`src/rtl/gpca_mul_seq.sv`:
```
// gpca_mul_seq: sequential radix-2 shift-add multiplier / squarer.
// Companion of the divide / square-root cellular array, sharing its mode bit:
// X=1 multiplies A*B, and X=0 squares A (B ignored). Both the input and output
// sides use a valid/ready handshake. A result appears exactly W edges after accept.
// Optional build macro: GPCA_MUL_SIGNED_EN treats A and B as two's complement.
module gpca_mul_seq #(
    parameter int W = 9
) (
    input  logic             clk,
    input  logic             rst,
    input  logic             X,
    input  logic [W-1:0]     A,
    input  logic [W-1:0]     B,
    input  logic             in_valid,
    output logic             in_ready,
    output logic [2*W-1:0]   S,
    output logic             out_valid,
    input  logic             out_ready,
    output logic             busy
);

    localparam int CW = (W > 1) ? $clog2(W) : 1;

    typedef enum logic [1:0] {
        IDLE = 2'd0,
        RUN  = 2'd1,
        DONE = 2'd2
    } state_t;

    state_t          r_state;
    state_t          w_nextState;
    logic [2*W-1:0]  r_acc;
    logic [W-1:0]    r_mcand;
    logic [W-1:0]    r_mplier;
    logic [CW-1:0]   r_count;
    logic [2*W-1:0]  r_S;

    logic            w_accept;
    logic            w_lastStep;
    logic [W-1:0]    w_loadMcand;
    logic [W-1:0]    w_loadMplier;
    logic [2*W-1:0]  w_shifted;
    logic [2*W-1:0]  w_accNext;
    logic [2*W-1:0]  w_result;

    assign w_accept   = (r_state == IDLE) && in_valid;
    assign w_lastStep = (r_state == RUN) && (r_count == CW'(W - 1));

    // The mode bit only matters at accept. It selects what is loaded into the
    // multiplier, so nothing about the mode needs to be carried through RUN.
`ifdef GPCA_MUL_SIGNED_EN
    logic            r_neg;
    logic [W-1:0]    w_absA;
    logic [W-1:0]    w_absB;
    logic            w_loadNeg;

    // The magnitude of the most negative value is 2^(W-1), which still fits
    // in W bits when the result is read as unsigned.
    assign w_absA       = A[W-1] ? -A : A;
    assign w_absB       = B[W-1] ? -B : B;
    assign w_loadMcand  = w_absA;
    assign w_loadMplier = X ? w_absB : w_absA;
    assign w_loadNeg    = X & (A[W-1] ^ B[W-1]);
`else
    assign w_loadMcand  = A;
    assign w_loadMplier = X ? B : A;
`endif

    // The partial product is formed at the full 2W width, so the sum cannot overflow.
    assign w_shifted = {{W{1'b0}}, r_mcand} << r_count;
    assign w_accNext = r_mplier[0] ? (r_acc + w_shifted) : r_acc;

`ifdef GPCA_MUL_SIGNED_EN
    assign w_result = r_neg ? -w_accNext : w_accNext;
`else
    assign w_result = w_accNext;
`endif

    assign in_ready  = (r_state == IDLE);
    assign busy      = (r_state == RUN);
    assign out_valid = (r_state == DONE);
    assign S         = r_S;

    // State register. Reset abandons any operation that is in flight.
    always_ff @(posedge clk or posedge rst) begin
        if (rst) begin
            r_state <= IDLE;
        end else begin
            r_state <= w_nextState;
        end
    end

    // Next-state logic. RUN always takes W edges and never exits early on a zero multiplier.
    always_comb begin
        w_nextState = r_state;
        case (r_state)
            IDLE: if (in_valid)   w_nextState = RUN;
            RUN:  if (w_lastStep) w_nextState = DONE;
            DONE: if (out_ready)  w_nextState = IDLE;
            default:              w_nextState = IDLE;
        endcase
    end

    // Datapath: load the operands at accept and do one shift-add step per RUN edge.
    // S is updated only on the final step, so no partial result is ever visible.
    always_ff @(posedge clk or posedge rst) begin
        if (rst) begin
            r_acc    <= '0;
            r_mcand  <= '0;
            r_mplier <= '0;
            r_count  <= '0;
            r_S      <= '0;
`ifdef GPCA_MUL_SIGNED_EN
            r_neg    <= 1'b0;
`endif
        end else if (w_accept) begin
            r_mcand  <= w_loadMcand;
            r_mplier <= w_loadMplier;
            r_acc    <= '0;
            r_count  <= '0;
`ifdef GPCA_MUL_SIGNED_EN
            r_neg    <= w_loadNeg;
`endif
        end else if (r_state == RUN) begin
            r_acc    <= w_accNext;
            r_mplier <= r_mplier >> 1;
            r_count  <= r_count + CW'(1);
            if (w_lastStep) begin
                r_S <= w_result;
            end
        end
    end

endmodule

```
`config.mk`:
```
export PLATFORM = sky130hd
export DESIGN_NAME = gpca_mul_seq
export DESIGN_NICKNAME = d
export VERILOG_FILES = /design/src/rtl/gpca_mul_seq.sv
export SDC_FILE = /design/constraint.sdc
export NUM_CORES = 1
export LEC_CHECK = 0
export ABC_AREA = 1
export ABC_CLOCK_PERIOD_IN_PS = 4700
export CAP_MARGIN = 10
export CORE_MARGIN = 1
export CORE_UTILIZATION = 55
export DETAILED_ROUTE_END_ITERATION = 10
export GPL_ROUTABILITY_DRIVEN = 1
export PLACE_DENSITY = 0.78
export SLEW_MARGIN = 30
export SYNTH_ARGS = -nofsm -noshare
export SYNTH_HDL_FRONTEND = slang
export SYNTH_SLANG_ARGS = --single-unit
```
`constraint.sdc`:
```
create_clock -name clk -period 4.7 [get_ports clk]
set_clock_uncertainty 0.1 [all_clocks]
set_input_delay 1.175 -clock clk [delete_from_list [all_inputs] [get_ports clk]]
set_output_delay 1.175 -clock clk [all_outputs]
set_load 0.01 [all_outputs]
```
==> impl_metrics.csv, run 1 <==
group,metric,value,unit
run_status,outcome,"completed",
sta,tightest_slew,0.852,ns
clock_network,clk_path_buf_depth,2,
power,irDropWorstVdd,0.328,mV
placed_design,port_buffers,43,
route,drt_pre_antenna_iters,5,
sta,slew_headroom,43.2,%
clock_network,h-tree-depth,3,
route,viasPerCell,5.42,
sta,report.final.slew_viol_count,0,
floorplan,coreArea,7290,um2
sta,post-route-period-util,69.3,%
final_layout,final_common_cell,"nand2_1",
power,power_density,856,nW/um2
final_layout,layout_common_cells,"nand2_1 (180), dfrtp_1 (60), inv_1 (58)",
placed_design,place.gp.congestion,0.937,
final_layout,fin_area,4780,um2
sta,grt_setup_unrepaired,"no",
sta,hold_ws,0.383,ns
sta,max_freq,307,MHz
synth,yosys_warnings,0,
final_layout,antenna_cells,0,
setup_path,end_kind,"register",
synth,syn_area,4150,um2
placed_design,placed_area,4560,um2
synth,synth_area_leader_cell,"dfrtp_1",
sta,tns,0,ns
floorplan,initial_core_util,56.9,%
sta,setup_viol,0,
route,detail-route-antenna-nets,0,
flow_run,drv_cap,0,
clock_network,insertion_delay,0.35,ns
setup_path,slowest_delay,0.64,ns
synth,synth.distinct_cells,41,
floorplan,io_pins,44,
setup_path,arrival,3.39,ns
synth,syn_nets,620,
setup_path,worstPathRequired,4.83,ns
power,p_leak,2.38,nW
clock_network,cts.sinks,60,
route,wirelength,10000,um
route,drt_iter0_drc,212,
placed_design,place_hpwl,7550,um
route,avgRoutedWirePerCell,14.1,um
global_routing,grt_pass1_wl,16800,um
floorplan,std_cell_rows,31,
synth,synth_area_per_cell,7.19,um2
synth,ys_seq_elements,60,
global_routing,grt_max_degree,38,
route,post-route-drc-count,0,
final_layout,fin_nets,650,
floorplan,die_area,7900,um2
final_layout,drive_above_1_share,8.84,%
synth,synth_area_leaders,"dfrtp_1 (36%), nand2_1 (16%), nand3_1 (6.3%), ha_1 (5.7%), inv_1 (5.3%)",
final_layout,n_fill_cell,681,
synth,synth.top_cell.area_share,36.2,%
floorplan,die_w,88.9,um
final_layout,syn_to_final_growth,15.1,%
synth,synth_seq_area_share,36.2,%
setup_path,path_buf_inv,3,
synth,syn_inst,577,
clock_network,cts_setup_buffers,0,
setup_path,path_max_fanout,14,
global_routing,grt_pass1_vias,3634,
setup_path,path_common_cell,"nand2_1",
route,via_count,3849,
clock_network,cts_resized,0,
clock_network,cts_tree,"yes",
clock_network,cts_root_buffer,"clkbuf_8",
setup_path,crit_type,"register to register",
setup_path,crit_chain,"inv_2, nand2_1, nand2_1, o21ai_0, nand2_1, o21ai_0, o22ai_1, ha_1, nand2_1, o21ai_2, nand2_1, nand2_1, inv_1, nand2_1, inv_1, nand2_2, nand3_2, nand3_1, nand2_1",
sta,fin_crit,3.26,ns
clock_network,cts.clk_slew.worst_paths,0.07,ns
clock_network,cts_made_buffers,9,
global_routing,grt.total_usage,28.3,%
global_routing,grt_overflow_total,0,
setup_path,crit_family,"simple AND/OR/NAND/NOR gates",
sta,hold_viol,0,
setup_path,start_kind,"register",
setup_path,cp_slowest_cell,"dfrtp_1",
clock_network,cts_hold_buf,0,
global_routing,antenna_found_initial,0,
floorplan,die_y,88.9,um
worst_hold_path,min_path_type,"register to register",
[flip-flops by register name, indices dropped and copies added, names as in the netlist]
| signal | cells |
|---|---|
| S | 18 |
| r_mcand | 9 |
| r_state | 2 |
| r_acc | 18 |
| r_count | 4 |
| r_mplier | 9 |
[worst register-to-register path, delay by kind of cell (launching register included)]
| kind | cells | cell delay [ns] |
|---|---|---|
| DFF | 1 | 0.64 |
| and+or+nand+nor | 11 | 0.93 |
| buffers and inverters | 3 | 0.31 |
| adders and majority gates | 1 | 0.39 |
| AOI/OAI and AO/OA | 4 | 0.78 |
[final timing paths]
| check | start | endpoint | slack [ns] | depth (start not counted) |
|---|---|---|---|---|
| max | r_count[0] | S[17] | 1.44 | 19 |
| min | S[14] | S[14] | 0.38 | 2 |
| max reg2reg | r_count[0] | S[17] | 1.44 | 19 |
| min reg2reg | S[14] | S[14] | 0.38 | 2 |
| max in group asynchronous | rst | r_acc[17] | 2.53 | 3 |
| min in group asynchronous | rst | r_acc[4] | 1.17 | 2 |
[per-layer routing]
metal	share of wire (%)	vias to the layer above	global-route usage (%)	routed length [um]
met4	2.7	0	12.0	266
li1	-	1958	-	-
met1	45	1737	36.7	4540
met2	47	130	46.5	4750
met3	4.7	24	5.22	467
met5	0	-	0	0
[cell families after synthesis]
kind of cell    synth area share, %
fa+ha+maj                      6.21
flops                          36.2
simple gates                   30.3
compound gates                 16.0
mux                           0.241
xor+xnor                       1.48
buf+inv                        9.62
[where the power goes]
group / internal (mW) / switching (mW)
combinational: 0.961 / 1.61
sequential: 0.754 / 0.242
clock: 0.310 / 0.207
[layout make-up]
| cell class | instances | area, um2 | share of cell area, % |
|---|---|---|---|
| Clock inverter | 4 | 73.8 | 1.55 |
| Inverter | 66 | 248 | 5.19 |
| Tap cell | 99 | 124 | 2.59 |
| Multi-Input combinational cell | 426 | 2250 | 47.1 |
| Clock buffer | 11 | 141 | 2.96 |
| Timing Repair Buffer | 44 | 438 | 9.17 |
| Sequential cell | 60 | 1500 | 31.4 |
[synthesized netlist by cell type]
master and n:
xor2_1 4, o311ai_0 1, nand2_2 8, nand3_4 1, clkbuf_1 8, inv_1 59, nand3_1 52, nor3_1 2
buf_6 5, ha_1 19, o21ai_1 14, buf_1 2, a21boi_0 1, a21oi_2 2, a21o_1 1, nor2_2 2
xnor2_1 3, o21ai_0 42, o32ai_1 1, mux2i_1 1, inv_2 7, nor2_8 1, fa_1 1, o221ai_1 8
o31ai_1 1, a21oi_1 17, buf_2 7, o21bai_1 4, nand4_1 2, buf_4 3, nor2_4 2, nand3_2 3
nor4_1 2, o22ai_1 11, or2_2 6, nor2_1 24, nand2b_1 1, o21ai_2 6, a31oi_1 3, nand2_1 180
dfrtp_1 60
[metrics by stage]
stage | util, % | setup slack [ns] | power, mW | std cells
after floorplan | - | 1.94 | 2.94 | 577
after global placement | 62.5 | 1.49 | 3.46 | 695
after detailed placement | 62.5 | 1.43 | 3.53 | 695
after CTS | 65.5 | 1.50 | 4.07 | 710
after global routing | 65.5 | 1.16 | 4.49 | 710
final | 65.5 | 1.44 | 4.09 | 710
Note: power is estimated with default switching activity, not from simulation.
==> run 2: changes to the inputs <==
--- a/config.mk
+++ b/config.mk
@@ -6,7 +6,7 @@
 export NUM_CORES = 1
 export LEC_CHECK = 0
 export ABC_AREA = 1
-export ABC_CLOCK_PERIOD_IN_PS = 4700
+export ABC_CLOCK_PERIOD_IN_PS = 3300
 export CAP_MARGIN = 10
 export CORE_MARGIN = 1
 export CORE_UTILIZATION = 55
==> constraint.sdc (replaced) <==
create_clock -name clk -period 3.3 [get_ports clk]
set_clock_uncertainty 0.1 [all_clocks]
set_input_delay 0.825 -clock clk [delete_from_list [all_inputs] [get_ports clk]]
set_output_delay 0.825 -clock clk [all_outputs]
set_load 0.01 [all_outputs]
==> run 2 against run 1 <==
Flip-flop and latch count unchanged. Power increased by 48%. Final cell count increased by 1.3%. Clock power increased by 63%. Sequential power increased by 38%. Design area increased by 2.3%. Clock-buffer cell count increased by 1. Global-route usage increased by 0.49 points. Via count increased by 3.1%. Wire length increased by 3.9%. Combinational power increased by 49%. Maximum frequency increased by 8.7%. Largest cell class unchanged.
==> impl_metrics.csv, run 2 (synthesis gave the netlist of run 1 again) <==
group,metric,value,unit
route,wl_met3,488,um
setup_path,cp_slowest_cell,"dfrtp_1",
worst_hold_path,holdPathStages,2,
setup_path,crit_type,"register to register",
global_routing,antenna_found_initial,0,
final_layout,fin_nets,658,
floorplan,io_pins,44,
setup_path,slowest_delay,0.44,ns
floorplan,die_w,88.9,um
power,clkPwrFrac,13.9,%
route,drt_pre_antenna_iters,4,
power,netSwitchingFraction,49.7,%
placed_design,port_buffers,43,
power,p_comb_share,63.4,%
sta,slew_headroom,41.7,%
setup_path,arrival,3.14,ns
route,viasPerCell,5.52,
power,p_leak,2.44,nW
power,irDropWorstVdd,0.724,mV
clock_network,cts_root_buffer,"clkbuf_8",
route,via_count,3967,
route,avgRoutedWirePerCell,14.5,um
power,switchingPower,3.01,mW
sta,grt_setup_unrepaired,"no",
worst_hold_path,worstHoldEndpoint,"S[11]",
final_layout,stdcell_count,719,
route,detail-route-antenna-nets,0,
route,wirelength,10400,um
setup_path,start_kind,"register",
setup_path,path_buf_inv,2,
sta,fin_crit,2.99,ns
sta,max_freq,334,MHz
floorplan,die_y,88.9,um
sta,hold_viol,0,
sta,post-route-period-util,90.8,%
run_status,outcome,"completed",
setup_path,path_common_cell,"nand2_1",
placed_design,dp_cells,703,
setup_path,path_max_fanout,14,
final_layout,final_common_cell,"nand2_1",
clock_network,cts.sinks,60,
clock_network,cts.clk_slew.worst_paths,0.07,ns
worst_hold_path,worstHoldStart,"S[11]",
sta,report.final.slew_viol_count,0,
route,top_layer,"met4",
setup_path,path_depth,17,
power,power_density,1240,nW/um2
global_routing,grt_pass1_wl,17300,um
power,intPower,3.05,mW
setup_path,crit_start,"r_count[0]",
floorplan,std_cell_rows,31,
route,wl_met1,4800,um
setup_path,r2r.worst_path.cells,17,
final_layout,syn_to_final_growth,17.7,%
floorplan,initial_core_util,56.9,%
global_routing,grt.total_usage,28.8,%
clock_network,cts_setup_buffers,0,
global_routing,grt_pass1_vias,3745,
global_routing,grt_overflow_total,0,
global_routing,grt_max_degree,33,
route,wl_met2,4860,um
route,drt_iter0_drc,189,
clock_network,insertion_delay,0.36,ns
final_layout,layout_common_cells,"nand2_1 (180), dfrtp_1 (60), inv_1 (58)",
floorplan,die_area,7900,um2
worst_hold_path,min_path_type,"register to register",
setup_path,r2r_start,"r_count[0]",
clock_network,cts_tree,"yes",
clock_network,clk_path_buf_depth,2,
flow_run,drv_cap,0,
route,post-route-drc-count,0,
setup_path,crit_chain,"inv_2, nand2_1, a21oi_1, a31oi_1, o21ai_0, nor2_1, ha_1, nand2_1, inv_1, a21oi_1, nand3_2, nand2_1, nand2_1, nand2_1, nand3_2, nand3_1, nand2_1",
sta,tns,0,ns
setup_path,worstPathRequired,3.44,ns
setup_path,r2r-end,"S[17]",
placed_design,place.gp.congestion,0.992,
placed_design,place_hpwl,7950,um
setup_path,crit_family,"simple AND/OR/NAND/NOR gates",
floorplan,coreArea,7290,um2
setup_path,r2r_setup_slack,0.31,ns
setup_path,end_kind,"register",
power,seqPwrFrac,22.7,%
sta,tightest_slew,0.875,ns
final_layout,antenna_cells,0,
final_layout,n_fill_cell,672,
sta,setup_viol,0,
clock_network,cts_made_buffers,9,
clock_network,h-tree-depth,3,
final_layout,drive_above_1_share,10.2,%
==> run 2: worst register-to-register path: stages (launching register included) <==
cell and delay (ns):
dfrtp_1 0.44, inv_2 0.20, nand2_1 0.11, a21oi_1 0.14, a31oi_1 0.08, o21ai_0 0.27, nor2_1 0.11, ha_1 0.33
nand2_1 0.17, inv_1 0.06, a21oi_1 0.18, nand3_2 0.18, nand2_1 0.10, nand2_1 0.06, nand2_1 0.09, nand3_2 0.09
nand3_1 0.11, nand2_1 0.06
==> run 2: metal layers <==
layer	GRT usage, %	vias up
li1	-	1973
met4	12.8	0
met5	0	-
met1	37.7	1827
met2	48.0	142
met3	3.45	25
==> run 2: power groups by stage <==
stage / sequential [mW] / clock, mW / combinational [mW]
global route: 1.41 / 0.889 / 4.31
detailed placement: 1.38 / 0 / 3.77
finish: 1.37 / 0.844 / 3.84
CTS: 1.37 / 0.853 / 3.81
floorplan: 1.31 / 0 / 2.89
global placement: 1.37 / 0 / 3.68
==> run 2: area by class of cell <==
cell class / count / area, um2 / share of cell area [%]
Clock buffer: 12 / 155 / 3.18
Timing Repair Buffer: 52 / 510 / 10.5
Sequential cell: 60 / 1500 / 30.7
Multi-Input combinational cell: 426 / 2250 / 46.1
Clock inverter: 4 / 95.1 / 1.95
Inverter: 66 / 248 / 5.07
Tap cell: 99 / 124 / 2.54
==> run 2: metrics by stage <==
stage	hold slack [ns]	setup WS [ns]	power [mW]	instance area (um2)	util, %
floorplan	0.370	0.750	4.19	4150	-
global placement	0.363	0.380	5.05	4630	63.5
detailed placement	0.374	0.331	5.15	4630	63.5
CTS	0.391	0.313	6.03	4880	67.0
global route	0.410	0.0246	6.61	4880	67.0
finish	0.381	0.305	6.05	4880	67.0
==> run 2: how the worst max path moves through the flow <==
stage / slack [ns] / end
floorplan: 0.75 / r_acc[16]
global placement: 0.38 / S[13]
detailed placement: 0.33 / S[13]
CTS: 0.31 / S[17]
global route: 0.02 / S[17]
finish: 0.31 / S[17]
==> run 2: timing repair <==
item | in CTS | in global routing
hold buffers | 0 | 0
setup endpoints to repair | 0 | 1
resized for setup | 0 | 1
hold endpoints to repair | 0 | 0
